$ cat src/rtl/simon_input_arbiter.sv
// simon_input_arbiter: captures the player's button press during the input
// phase, enforces release-before-arm, and declares a timeout when no press
// arrives within TIMEOUT_TICKS tick pulses.
module simon_input_arbiter #(
  parameter int TIMEOUT_TICKS = 3000,
  parameter int TW            = 12
) (
  input  logic       clk,
  input  logic       reset,
  input  logic       tick,
  input  logic       enable,
  input  logic [3:0] pressed,
  input  logic [3:0] held,
  input  logic       ack,
  output logic       valid,
  output logic [1:0] color,
  output logic       multi,
  output logic       timeout,
  output logic       busy
);

  localparam logic [TW-1:0] TIMER_LOAD = TW'(TIMEOUT_TICKS - 1);

  typedef enum logic [1:0] {IDLE, RELEASE, ARMED, REPORT} state_t;

  state_t        state_reg, state_next;
  logic [TW-1:0] timer_reg, timer_next;
  logic          valid_reg, valid_next;
  logic [1:0]    color_reg, color_next;
  logic          multi_reg, multi_next;
  logic          timeout_reg, timeout_next;
  logic          busy_reg, busy_next;

  logic [1:0]    low_idx;
  logic          multi_hit;

  // Lowest set pressed bit wins; multi flags more than one bit set.
  always_comb begin
    low_idx = 2'd0;
    for (int i = 3; i >= 0; i--) begin
      if (pressed[i]) low_idx = 2'(i);
    end
    multi_hit = (pressed & (pressed - 4'd1)) != 4'b0000;
  end

  // Next-state and next-output logic; enable low overrides everything.
  always_comb begin
    state_next   = state_reg;
    timer_next   = timer_reg;
    valid_next   = valid_reg;
    color_next   = color_reg;
    multi_next   = multi_reg;
    timeout_next = 1'b0;
    if (!enable) begin
      state_next = IDLE;
      valid_next = 1'b0;
    end else begin
      case (state_reg)
        IDLE: state_next = RELEASE;
        RELEASE: begin
          // Wait for every button to be let go so a stale hold is never reported.
          if (held == 4'b0000) begin
            state_next = ARMED;
            timer_next = TIMER_LOAD;
          end
        end
        ARMED: begin
          // A press beats a coincident timeout.
          if (pressed != 4'b0000) begin
            state_next = REPORT;
            valid_next = 1'b1;
            color_next = low_idx;
            multi_next = multi_hit;
          end else if (tick) begin
            if (timer_reg == '0) begin
              timeout_next = 1'b1;
              state_next   = IDLE;
            end else begin
              timer_next = timer_reg - 1'b1;
            end
          end
        end
        REPORT: begin
          if (ack) begin
            valid_next = 1'b0;
            state_next = RELEASE;
          end
        end
        default: state_next = IDLE;
      endcase
    end
    busy_next = (state_next != IDLE);
  end

  // State and registered outputs, asynchronously cleared by reset low.
  always_ff @(posedge clk or negedge reset) begin
    if (!reset) begin
      state_reg   <= IDLE;
      timer_reg   <= TIMER_LOAD;
      valid_reg   <= 1'b0;
      color_reg   <= 2'b00;
      multi_reg   <= 1'b0;
      timeout_reg <= 1'b0;
      busy_reg    <= 1'b0;
    end else begin
      state_reg   <= state_next;
      timer_reg   <= timer_next;
      valid_reg   <= valid_next;
      color_reg   <= color_next;
      multi_reg   <= multi_next;
      timeout_reg <= timeout_next;
      busy_reg    <= busy_next;
    end
  end

  assign valid   = valid_reg;
  assign color   = color_reg;
  assign multi   = multi_reg;
  assign timeout = timeout_reg;
  assign busy    = busy_reg;

endmodule

$ cat config.mk
export PLATFORM = sky130hd
export DESIGN_NAME = simon_input_arbiter
export DESIGN_NICKNAME = d
export VERILOG_FILES = /design/src/rtl/simon_input_arbiter.sv
export SDC_FILE = /design/constraint.sdc
export NUM_CORES = 1
export LEC_CHECK = 0
export ABC_AREA = 1
export BUFFER_PORTS_ARGS = -buffer_cell sky130_fd_sc_hd__buf_2
export CORE_MARGIN = 8
export CORE_UTILIZATION = 60
export CTS_CLUSTER_SIZE = 25
export DETAILED_ROUTE_END_ITERATION = 7
export PLACE_DENSITY_LB_ADDON = 0.08
export SLEW_MARGIN = 20
export SYNTH_ARGS = -nofsm -noshare
export SYNTH_HDL_FRONTEND = slang
export SYNTH_SLANG_ARGS = --single-unit
$ cat constraint.sdc
create_clock -name clk -period 2.9 [get_ports clk]
set_input_delay 0.29 -clock clk [delete_from_list [all_inputs] [get_ports clk]]
set_output_delay 0.29 -clock clk [all_outputs]
set_load 0.005 [all_outputs]
==> results of run 1 <==
==> layout by cell type (no fill, tap or decap), drive strengths merged <==
cell type / instances
a21o: 1
nand3b: 1
o21a: 1
nor2: 26
dlygate4sd3: 1
nand4: 2
dfrtp: 11
a21oi: 4
o31ai: 1
nand3: 21
dfstp: 9
or2: 2
nand2: 73
a31oi: 1
o21ai: 6
xor2: 1
ha: 1
buf: 18
clkbuf: 4
inv: 22
==> metrics by stage <==
stage | hold slack, ns | cells
global route | 0.184 | 233
floorplan | -0.00559 | 185
CTS | 0.187 | 233
finish | 0.188 | 233
global placement | 0.251 | 228
detailed placement | 0.264 | 228
==> cells by family after synthesis <==
group           after synthesis
buf+inv                      24
xor+xnor                      1
simple gates                125
flops                        20
fa+ha+maj                     1
compound gates               14
==> Yosys cell counts <==
cell,number
dfrtp_1,11
xor2_1,1
buf_6,1
buf_4,1
or2_2,2
inv_1,16
nand3b_1,1
ha_1,1
nor2_1,22
o21ai_1,3
o21a_1,1
nand2_2,3
nand2_4,1
a21o_1,1
o21ai_0,3
nor2_2,4
dfstp_2,9
a21oi_1,4
o31ai_1,1
nand2_1,69
nand4_1,2
inv_2,6
a31oi_1,1
nand3_1,21
==> power by group <==
group,switching [mW],internal [mW]
clock,0.0825,0.0766
combinational,0.186,0.110
sequential,0.0564,0.361
==> cell type report <==
class                   instances  area [um^2]  area share (%)
well taps                      27         33.8            2.42
multi-input cells             141          634            45.3
repair buffers                 19          100            7.16
flip-flops and latches         20          512            36.6
inverters                      22         82.6            5.90
clock buffers                   4         36.3            2.59
==> repair_timing <==
item | in CTS | in global routing
setup endpoints to repair | 0 | 0
endpoints found under the hold margin | 11 | 0
hold buffers | 1 | 0
==> worst min-delay path by stage <==
stage	end	slack, ns
2_1_floorplan	busy$_DFF_PN0_	-0.006
3_3_place_gp	timer_reg[3]$_DFFE_PN0P_	0.25
3_5_place_dp	color[0]$_DFFE_PN0P_	0.26
4_1_cts	color[0]$_DFFE_PN0P_	0.19
5_1_grt	valid$_DFFE_PN0P_	0.18
6_report	color[0]$_DFFE_PN0P_	0.19
==> per-layer routing <==
metal / up-vias / part of all wire [%] / GRT usage [%]
met5: - / 0 / 0
met4: 0 / 1.5 / 6.17
met3: 5 / 5.9 / 3.76
met2: 41 / 48 / 26.3
met1: 566 / 45 / 18.7
li1: 623 / - / -
==> key figures, run 1 <==
Routing
  – Via density: 5.30
  – Vias post-DR: 1235
  – First drt pass iteration count: 4
  – Wire per inst: 11.7 um
  – DRT iter0 DRCs: 54
  – Post-DRT Antenna Nets: 0
  – Residual DRC: 0
  – Final WL: 2730 um

Synthesis
  – Post-Syn Nets: 199
  – Sequential element share of the synthesized area: 41.0%
  – Synth Area in Simple Gates: 42.8%
  – Syn Area/Cell: 6.74 um^2
  – Synth top area share: 22.1%
  – Seq cells post-synth: 20
  – Synth top area cells: dfrtp_1, nand2_1, dfstp_2, nand3_1, nor2_1
  – Yosys Warn Count: 0
  – Post-synth cell types: 24
  – XOR/XNOR share of the synthesized area: 0.702%
  – Multiplexer share of the synthesized area: 0%
  – Synth Area in Adders: 1.00%
  – Synth area leader: dfrtp_1
  – Largest family of logic cells by synthesized area: simple AND/OR/NAND/NOR gates
  – Synth Area in Compound Gates: 6.32%
  – Mapped cell area: 0.00125 mm^2
  – Cells after synthesis: 185

Global route
  – Largest net degree at the start of global routing: 21
  – Vias in the first global route: 1121
  – Total Routing Usage GR: 15.7%
  – First-pass GRT wire length: 4510 um
  – Initial antenna violation count: 0
  – GRT Residual Overflow: 0

Finish
  – Core Util, Final: 71.3%
  – Largest register FFs: 12
  – Final Cell Area: 0.00140 mm^2
  – Nets: 221
  – Synth-to-Final Area Change: 12.1%
  – Layout cells sized above 1: 22.8%
  – Ant. Diodes: 0
  – Filler cells: 178

Timing
  – Worst Skew: 0.00208 ns
  – RSZ-0062 raised after global routing: no
  – Fin Setup TNS: 0 ns
  – Final setup vio count: 0
  – Post-route clock period utilization: 62.3%
  – Final Hold Vio Count: 0
  – Worst-Margin Slew: 0.459 ns
  – Final max-slew violation count: 0
  – F_max: 554 MHz
  – Min Tclk post-route: 1.81 ns
  – Setup ws final: 1.09 ns
  – Max-slew headroom: 69.4%

Floorplanning
  – Initial core utilization: 63.6%
  – Io pins: 19
  – Die height: 61.6 um
  – Core Rows: 16
  – Core ar.: 0.00196 mm^2
  – Die Area: 0.00379 mm^2
  – Die X: 61.6 um

Clock tree
  – CTS buffer count: 3
  – Worst-Skew Late Latency: 0.30 ns
  – Clock Tree Buf Depth: 2
  – CTS clock-pin slew for the worst setup and hold paths: 0.11 ns
  – Cts repair resizes: 0
  – CTS H-tree lvls: 1
  – Root Driver: clkbuf_4
  – CTS tree: done
  – Post-CTS setup buffers: 0
  – Clock tree sinks: 20

Hold path
  – Hold depth: 2
  – HP Class: in -> reg
  – Hold Crit Start: pressed[0]

Placement
  – DP HPWL: 2140 um
  – Routability cong.: 0.940
  – Placed cell area: 0.00135 mm^2
  – Dpl ws: 1.11 ns
  – Port Buffers: 18

Status
  – Status: finished, final reports clean

Pwr
  – Final Power: 0.873 mW
  – Pleak: 0.743 nW
  – Power per standard cell area: 624 mW/mm^2
  – Peak VDD IR: 0.474 mV

Worst setup path
  – Endpoint class of the critical path: register
  – Depth of the most critical reg-to-reg path: 10
  – Origin of the critical flop-to-flop path: timer_reg[0]$_DFFE_PN1P_
  – CP Launch Type: register
  – Worst R2R Setup Slack: 1.09 ns
  – Reg2reg end: timer_reg[10]$_DFFE_PN0P_
  – CP delay by family, top: simple AND/OR/NAND/NOR gates
  – Crit Path Max Fanout: 12
  – Crit path launch: timer_reg[0]$_DFFE_PN1P_
  – Critical path type: reg -> reg
  – Cell Chain, Critical Path: inv_1 > ha_1 > nand2_2 > nor2_1 > nand2_1 > nand2_2 > nand2_4 > nand2_2 > nand2_1 > nand2_1
  – Slowest CP cell: dfstp_2
  – WP data arrival: 2.01 ns
  – Cell depth of the worst setup path: 10
  – Worst setup endpoint: timer_reg[10]$_DFFE_PN0P_
  – Worst stage delay on the critical path: 0.58 ns
  – Worst Path Buf+Inv: 1
  – Worst Path Required: 3.10 ns

Job
  – Max Cap Violations: 0
(Power assumes the default switching activity.)
==> run 2, diff against run 1 <==
--- a/config.mk
+++ b/config.mk
@@ -8,7 +8,7 @@
 export ABC_AREA = 1
 export BUFFER_PORTS_ARGS = -buffer_cell sky130_fd_sc_hd__buf_2
 export CORE_MARGIN = 8
-export CORE_UTILIZATION = 60
+export CORE_UTILIZATION = 55
 export CTS_CLUSTER_SIZE = 25
 export DETAILED_ROUTE_END_ITERATION = 7
 export PLACE_DENSITY_LB_ADDON = 0.08
==> constraint.sdc (replaced) <==
create_clock -name clk -period 1.72 [get_ports clk]
set_input_delay 0.172 -clock clk [delete_from_list [all_inputs] [get_ports clk]]
set_output_delay 0.172 -clock clk [all_outputs]
set_load 0.005 [all_outputs]
==> run 2 against run 1 <==
  * Clock-buffer cell count is the same
  * Clock power is 48% higher
  * Die area increased by 6.7%
  * Final area increased by 2.1%
  * Critical path type unchanged
==> key figures, run 2 (synthesis results as in run 1) <==
Finish
  – Nets: 224
  – Synth-to-Final Area Change: 14.4%
  – Ant. Diodes: 0
  – Multi-input gate area: 646 um^2
  – Most common cell after layout, fill and taps aside: nand2_1
  – Layout cells sized above 1: 24.9%
  – Largest register FFs: 12
  – Register area: 512 um^2
  – Commonest cells after routing, fill and taps aside: nand2_1, nor2_1, nand3_1
  – Filler cells: 203

Hold path
  – HP Class: in -> reg

Timing
  – Hold_ws: 0.0616 ns
  – Post-route clock period utilization: 90.7%
  – Final Hold Vio Count: 0
  – Worst Skew: 0.00734 ns
  – F_max: 641 MHz
  – Fin Setup TNS: 0 ns
  – Min Tclk post-route: 1.56 ns
  – Worst-Margin Slew: 0.459 ns
  – Final max-slew violation count: 0
  – RSZ-0062 raised after global routing: no
  – Max-slew headroom: 69.4%
  – Final setup vio count: 0

Pwr
  – Final Power: 1.46 mW
  – Pleak: 0.760 nW
  – Power per standard cell area: 1020 mW/mm^2
  – Peak VDD IR: 0.662 mV

Routing
  – Final WL: 2860 um
  – Post-DRT Antenna Nets: 0
  – Vias post-DR: 1237
  – Residual DRC: 0
  – Wire per inst: 12.1 um
  – Via density: 5.22
  – First drt pass iteration count: 5
  – DRT iter0 DRCs: 38

Clock tree
  – CTS clock-pin slew for the worst setup and hold paths: 0.11 ns
  – Clock Tree Buf Depth: 2
  – Root Driver: clkbuf_4
  – CTS H-tree lvls: 1
  – CTS buffer count: 3
  – Clock tree sinks: 20
  – Worst-Skew Late Latency: 0.30 ns
  – Post-CTS setup buffers: 0
  – CTS tree: done

Global route
  – Total Routing Usage GR: 15.1%
  – Largest net degree at the start of global routing: 21
  – Vias in the first global route: 1258
  – GRT Residual Overflow: 0
  – Initial antenna violation count: 0
  – First-pass GRT wire length: 5050 um

Floorplanning
  – Die X: 63.6 um
  – Core Rows: 17
  – Io pins: 19
  – Die Area: 0.00405 mm^2
  – Die height: 63.6 um
  – Initial core utilization: 57.5%
  – Core ar.: 0.00217 mm^2

Worst setup path
  – WP data arrival: 1.81 ns
  – Worst Path Required: 1.97 ns
  – Critical path type: reg -> reg
  – Endpoint class of the critical path: register
  – Crit Path Max Fanout: 8
  – CP Launch Type: register

Job
  – Max Cap Violations: 0

Placement
  – Port Buffers: 18
  – DP HPWL: 2160 um
  – Routability cong.: 0.898

Status
  – Status: finished, final reports clean
## run 2: cell types whose count changed in the layout (fill, tap and decap cells not counted), sizes merged
cell,change
buf,+3
## run 2: metrics by stage
stage / worst slack, ns / std cells / util (%) / cell area, um^2
after floorplan: 0.111 / 185 / - / 1250
after global placement: 0.118 / 232 / 63.4 / 1380
after detailed placement: 0.0699 / 232 / 63.4 / 1380
after CTS: 0.0469 / 237 / 65.1 / 1410
after global routing: 0.0358 / 237 / 65.8 / 1430
final: 0.160 / 237 / 65.8 / 1430
## run 2: worst max-delay path, stage by stage, from the launching register on
cell and delay (ns):
dfstp_2 0.58, inv_2 0.06, ha_2 0.19, nand2_2 0.10, nor2_1 0.06, nand2_1 0.07
nand2_2 0.08, nand2_4 0.08, buf_6 0.14, nand3_1 0.08, nand2_1 0.08
## run 2: timing repair
item                       4_1_cts  5_1_grt
gates resized for setup          0        5
hold buffers                     1        0
hold endpoints to repair        11        0
setup endpoints to repair        0       12
## run 2: worst paths after layout
| check | to | depth (start not counted) | slack (ns) | startpoint |
|---|---|---|---|---|
| max | timer_reg[0]$_DFFE_PN1P_ | 10 | 0.16 | timer_reg[0]$_DFFE_PN1P_ |
| min | valid$_DFFE_PN0P_ | 2 | 0.06 | ack |
| max reg2reg | timer_reg[0]$_DFFE_PN1P_ | 10 | 0.16 | timer_reg[0]$_DFFE_PN1P_ |
| min reg2reg | timer_reg[1]$_DFFE_PN1P_ | 2 | 0.49 | timer_reg[1]$_DFFE_PN1P_ |
| max in group asynchronous | timer_reg[8]$_DFFE_PN1P_ | 2 | 1.04 | reset |
| min in group asynchronous | timer_reg[10]$_DFFE_PN0P_ | 2 | 0.33 | reset |
## run 2: area by class of cell
cell class / count / area share [%]
multi-input cells: 141 / 45.2
well taps: 28 / 2.45
repair buffers: 22 / 8.85
inverters: 22 / 5.78
clock buffers: 4 / 1.84
flip-flops and latches: 20 / 35.8
## run 2: layer usage
metal / track usage, % / vias up / wire (um)
met5: 0 / - / 0
met2: 27.5 / 40 / 1420
met4: 6.13 / 0 / 44
met1: 16.1 / 566 / 1220
li1: - / 626 / -
met3: 3.71 / 5 / 182
## run 2: where the power goes
group / internal (mW) / switching (mW) / leakage [nW]
Clock: 0.0904 / 0.144 / 0.0150
Sequential: 0.609 / 0.0971 / 0.239
Combinational: 0.201 / 0.319 / 0.506
==> run 3, diff against run 2 <==
--- a/config.mk
+++ b/config.mk
@@ -7,11 +7,12 @@
 export LEC_CHECK = 0
 export ABC_AREA = 1
 export BUFFER_PORTS_ARGS = -buffer_cell sky130_fd_sc_hd__buf_2
+export CORE_ASPECT_RATIO = 1.5
 export CORE_MARGIN = 8
 export CORE_UTILIZATION = 55
 export CTS_CLUSTER_SIZE = 25
 export DETAILED_ROUTE_END_ITERATION = 7
-export PLACE_DENSITY_LB_ADDON = 0.08
+export PLACE_DENSITY = 0.78
 export SLEW_MARGIN = 20
 export SYNTH_ARGS = -nofsm -noshare
 export SYNTH_HDL_FRONTEND = slang
==> run 3 against run 2 <==
  * Die area rose by 0.78%
  * Fmax shrank 2.3%
  * First-iteration DRC count up 13%
  * Clock power barely moved
==> key figures, run 3 (synthesis results as in run 1) <==
Status
  – Status: finished, final reports clean

Floorplanning
  – Die X: 54.9 um
  – Die height: 74.3 um
  – Io pins: 19
  – Initial core utilization: 57.2%
  – Die Area: 0.00408 mm^2
  – Core ar.: 0.00218 mm^2
  – Core Rows: 21

Timing
  – F_max: 626 MHz
  – Worst-Margin Slew: 0.445 ns
  – Worst Skew: 0.0152 ns
  – Setup ws final: 0.123 ns
  – Post-route clock period utilization: 92.9%
  – Final setup vio count: 0
  – Min Tclk post-route: 1.60 ns
  – Max-slew headroom: 70.4%
  – Final Hold Vio Count: 0
  – Final max-slew violation count: 0

Finish
  – Commonest cells after routing, fill and taps aside: nand2_1, nor2_1, nand3_1
  – Synth-to-Final Area Change: 13.9%
  – Largest register FFs: 12
  – Ant. Diodes: 0
  – Layout cells sized above 1: 24.3%
  – Filler cells: 210
  – Nets: 225
  – Most common cell after layout, fill and taps aside: nand2_1
  – Fin cells: 233
  – Register area: 512 um^2
  – Multi-input gate area: 642 um^2
  – Final Cell Area: 0.00142 mm^2

Routing
  – DRT iter0 DRCs: 43
  – First drt pass iteration count: 4
  – Residual DRC: 0
  – Final WL: 3020 um
  – Via density: 5.38
  – Vias post-DR: 1254
  – Wire per inst: 13.0 um
  – Post-DRT Antenna Nets: 0

Global route
  – Largest net degree at the start of global routing: 21
  – Initial antenna violation count: 0
  – First-pass GRT wire length: 5040 um
  – Total Routing Usage GR: 16.2%
  – GRT Residual Overflow: 0
  – Vias in the first global route: 1280

Worst setup path
  – Reg2reg end: timer_reg[2]$_DFFE_PN1P_
  – Origin of the critical flop-to-flop path: timer_reg[0]$_DFFE_PN1P_
  – Critical path type: reg -> reg
  – CP Launch Type: register
  – Cell Chain, Critical Path: inv_1 > ha_2 > nand2_2 > nor2_1 > nand2_1 > nand2_2 > nand2_4 > buf_4 > nand3_1 > nand2_1
  – Endpoint class of the critical path: register
  – Slowest CP cell: dfstp_2
  – WP data arrival: 1.85 ns
  – Crit Path Max Fanout: 7
  – Worst stage delay on the critical path: 0.57 ns
  – Worst Path Required: 1.97 ns
  – Depth of the most critical reg-to-reg path: 10
  – Worst R2R Setup Slack: 0.12 ns

Pwr
  – Sequential share of power: 48.1%
  – Sw Share: 38.5%
  – Clock power frac: 16.1%
  – Internal: 0.902 mW
  – Logic pwr share: 35.8%
  – Peak VDD IR: 0.479 mV
  – Pleak: 0.765 nW
  – Power per standard cell area: 1030 mW/mm^2
  – P_sw: 0.564 mW

Placement
  – Port Buffers: 18
  – # placed instances: 228
  – Dpl ws: 0.0721 ns
  – Routability cong.: 0.860
  – Placed cell area: 0.00138 mm^2
  – DP HPWL: 2330 um

Clock tree
  – Clock Tree Buf Depth: 2
  – CTS H-tree lvls: 1
  – CTS clock-pin slew for the worst setup and hold paths: 0.12 ns
  – Post-CTS setup buffers: 0
  – Worst-Skew Late Latency: 0.31 ns
  – CTS tree: done
  – CTS buffer count: 3
  – Root Driver: clkbuf_4
  – Clock tree sinks: 20

Hold path
  – HP Class: in -> reg
  – Hold Crit Start: pressed[0]
  – Worst hold endpoint: color[0]$_DFFE_PN0P_
  – Hold depth: 2

Job
  – Max Cap Violations: 0
-- run 3: cell count changes in the layout (fill, tap and decap cells not counted), sizes merged --
| cell | before | now |
|---|---|---|
| buf | 21 | 22 |
-- run 3: final cells by class --
| type | instances | share of cell area, % |
|---|---|---|
| Clock buffer | 4 | 1.85 |
| Inverter | 22 | 5.81 |
| Multi-Input combinational cell | 141 | 45.2 |
| Sequential cell | 20 | 36.0 |
| Tap cell | 23 | 2.02 |
| Timing Repair Buffer | 23 | 9.15 |
-- run 3: power by group through the flow --
stage	Combinational (mW)	Sequential, mW	Clock (mW)
final	0.525	0.705	0.237
after global routing	0.602	0.717	0.256
after CTS	0.517	0.702	0.244
after detailed placement	0.512	0.711	0
after global placement	0.498	0.706	0
after floorplan	0.376	0.686	0
-- run 3: timing repair --
| action | 4_1_cts | 5_1_grt |
|---|---|---|
| setup endpoints to repair | 0 | 14 |
| hold buffers | 1 | 0 |
| endpoints found under the hold margin | 11 | 0 |
| gates resized for setup | 0 | 2 |
-- run 3: through the flow --
step | total power [mW] | util, % | setup TNS, ns | hold WS [ns]
global route | 1.57 | 65.2 | -0.00641 | 0.0649
detailed placement | 1.22 | 63.2 | 0 | 0.141
floorplan | 1.06 | - | 0 | -0.124
CTS | 1.46 | 64.8 | 0 | 0.0524
global placement | 1.20 | 63.2 | 0 | 0.133
finish | 1.47 | 65.2 | 0 | 0.0534
-- run 3: how the worst max path moves through the flow --
stage,startpoint,to,slack [ns],cells past startpoint
2_1_floorplan,timer_reg[0]$_DFFE_PN1P_,timer_reg[6]$_DFFE_PN0P_,0.11,11
3_3_place_gp,timer_reg[0]$_DFFE_PN1P_,timer_reg[6]$_DFFE_PN0P_,0.14,10
3_5_place_dp,timer_reg[0]$_DFFE_PN1P_,timer_reg[10]$_DFFE_PN0P_,0.07,10
4_1_cts,timer_reg[0]$_DFFE_PN1P_,timer_reg[3]$_DFFE_PN0P_,0.05,10
5_1_grt,timer_reg[0]$_DFFE_PN1P_,timer_reg[6]$_DFFE_PN0P_,-0.004,10
6_report,timer_reg[0]$_DFFE_PN1P_,timer_reg[2]$_DFFE_PN1P_,0.12,10
-- run 3: worst max-delay path, delay by kind of cell (launching register included) --
family	cells	cell delay, ns
AND/OR/NAND/NOR	7	0.52
flip-flops	1	0.57
adder cells (fa/ha/maj)	1	0.22
buffers and inverters	2	0.24
-- run 3: routing by layer --
metal	part of all wire, %	vias to the layer above	GRT usage [%]	wire length, um
met3	3.5	9	2.20	106
met5	0	-	0	0
met1	42	573	18.1	1280
met2	52	42	28.7	1580
met4	2.0	0	6.87	59
li1	-	630	-	-
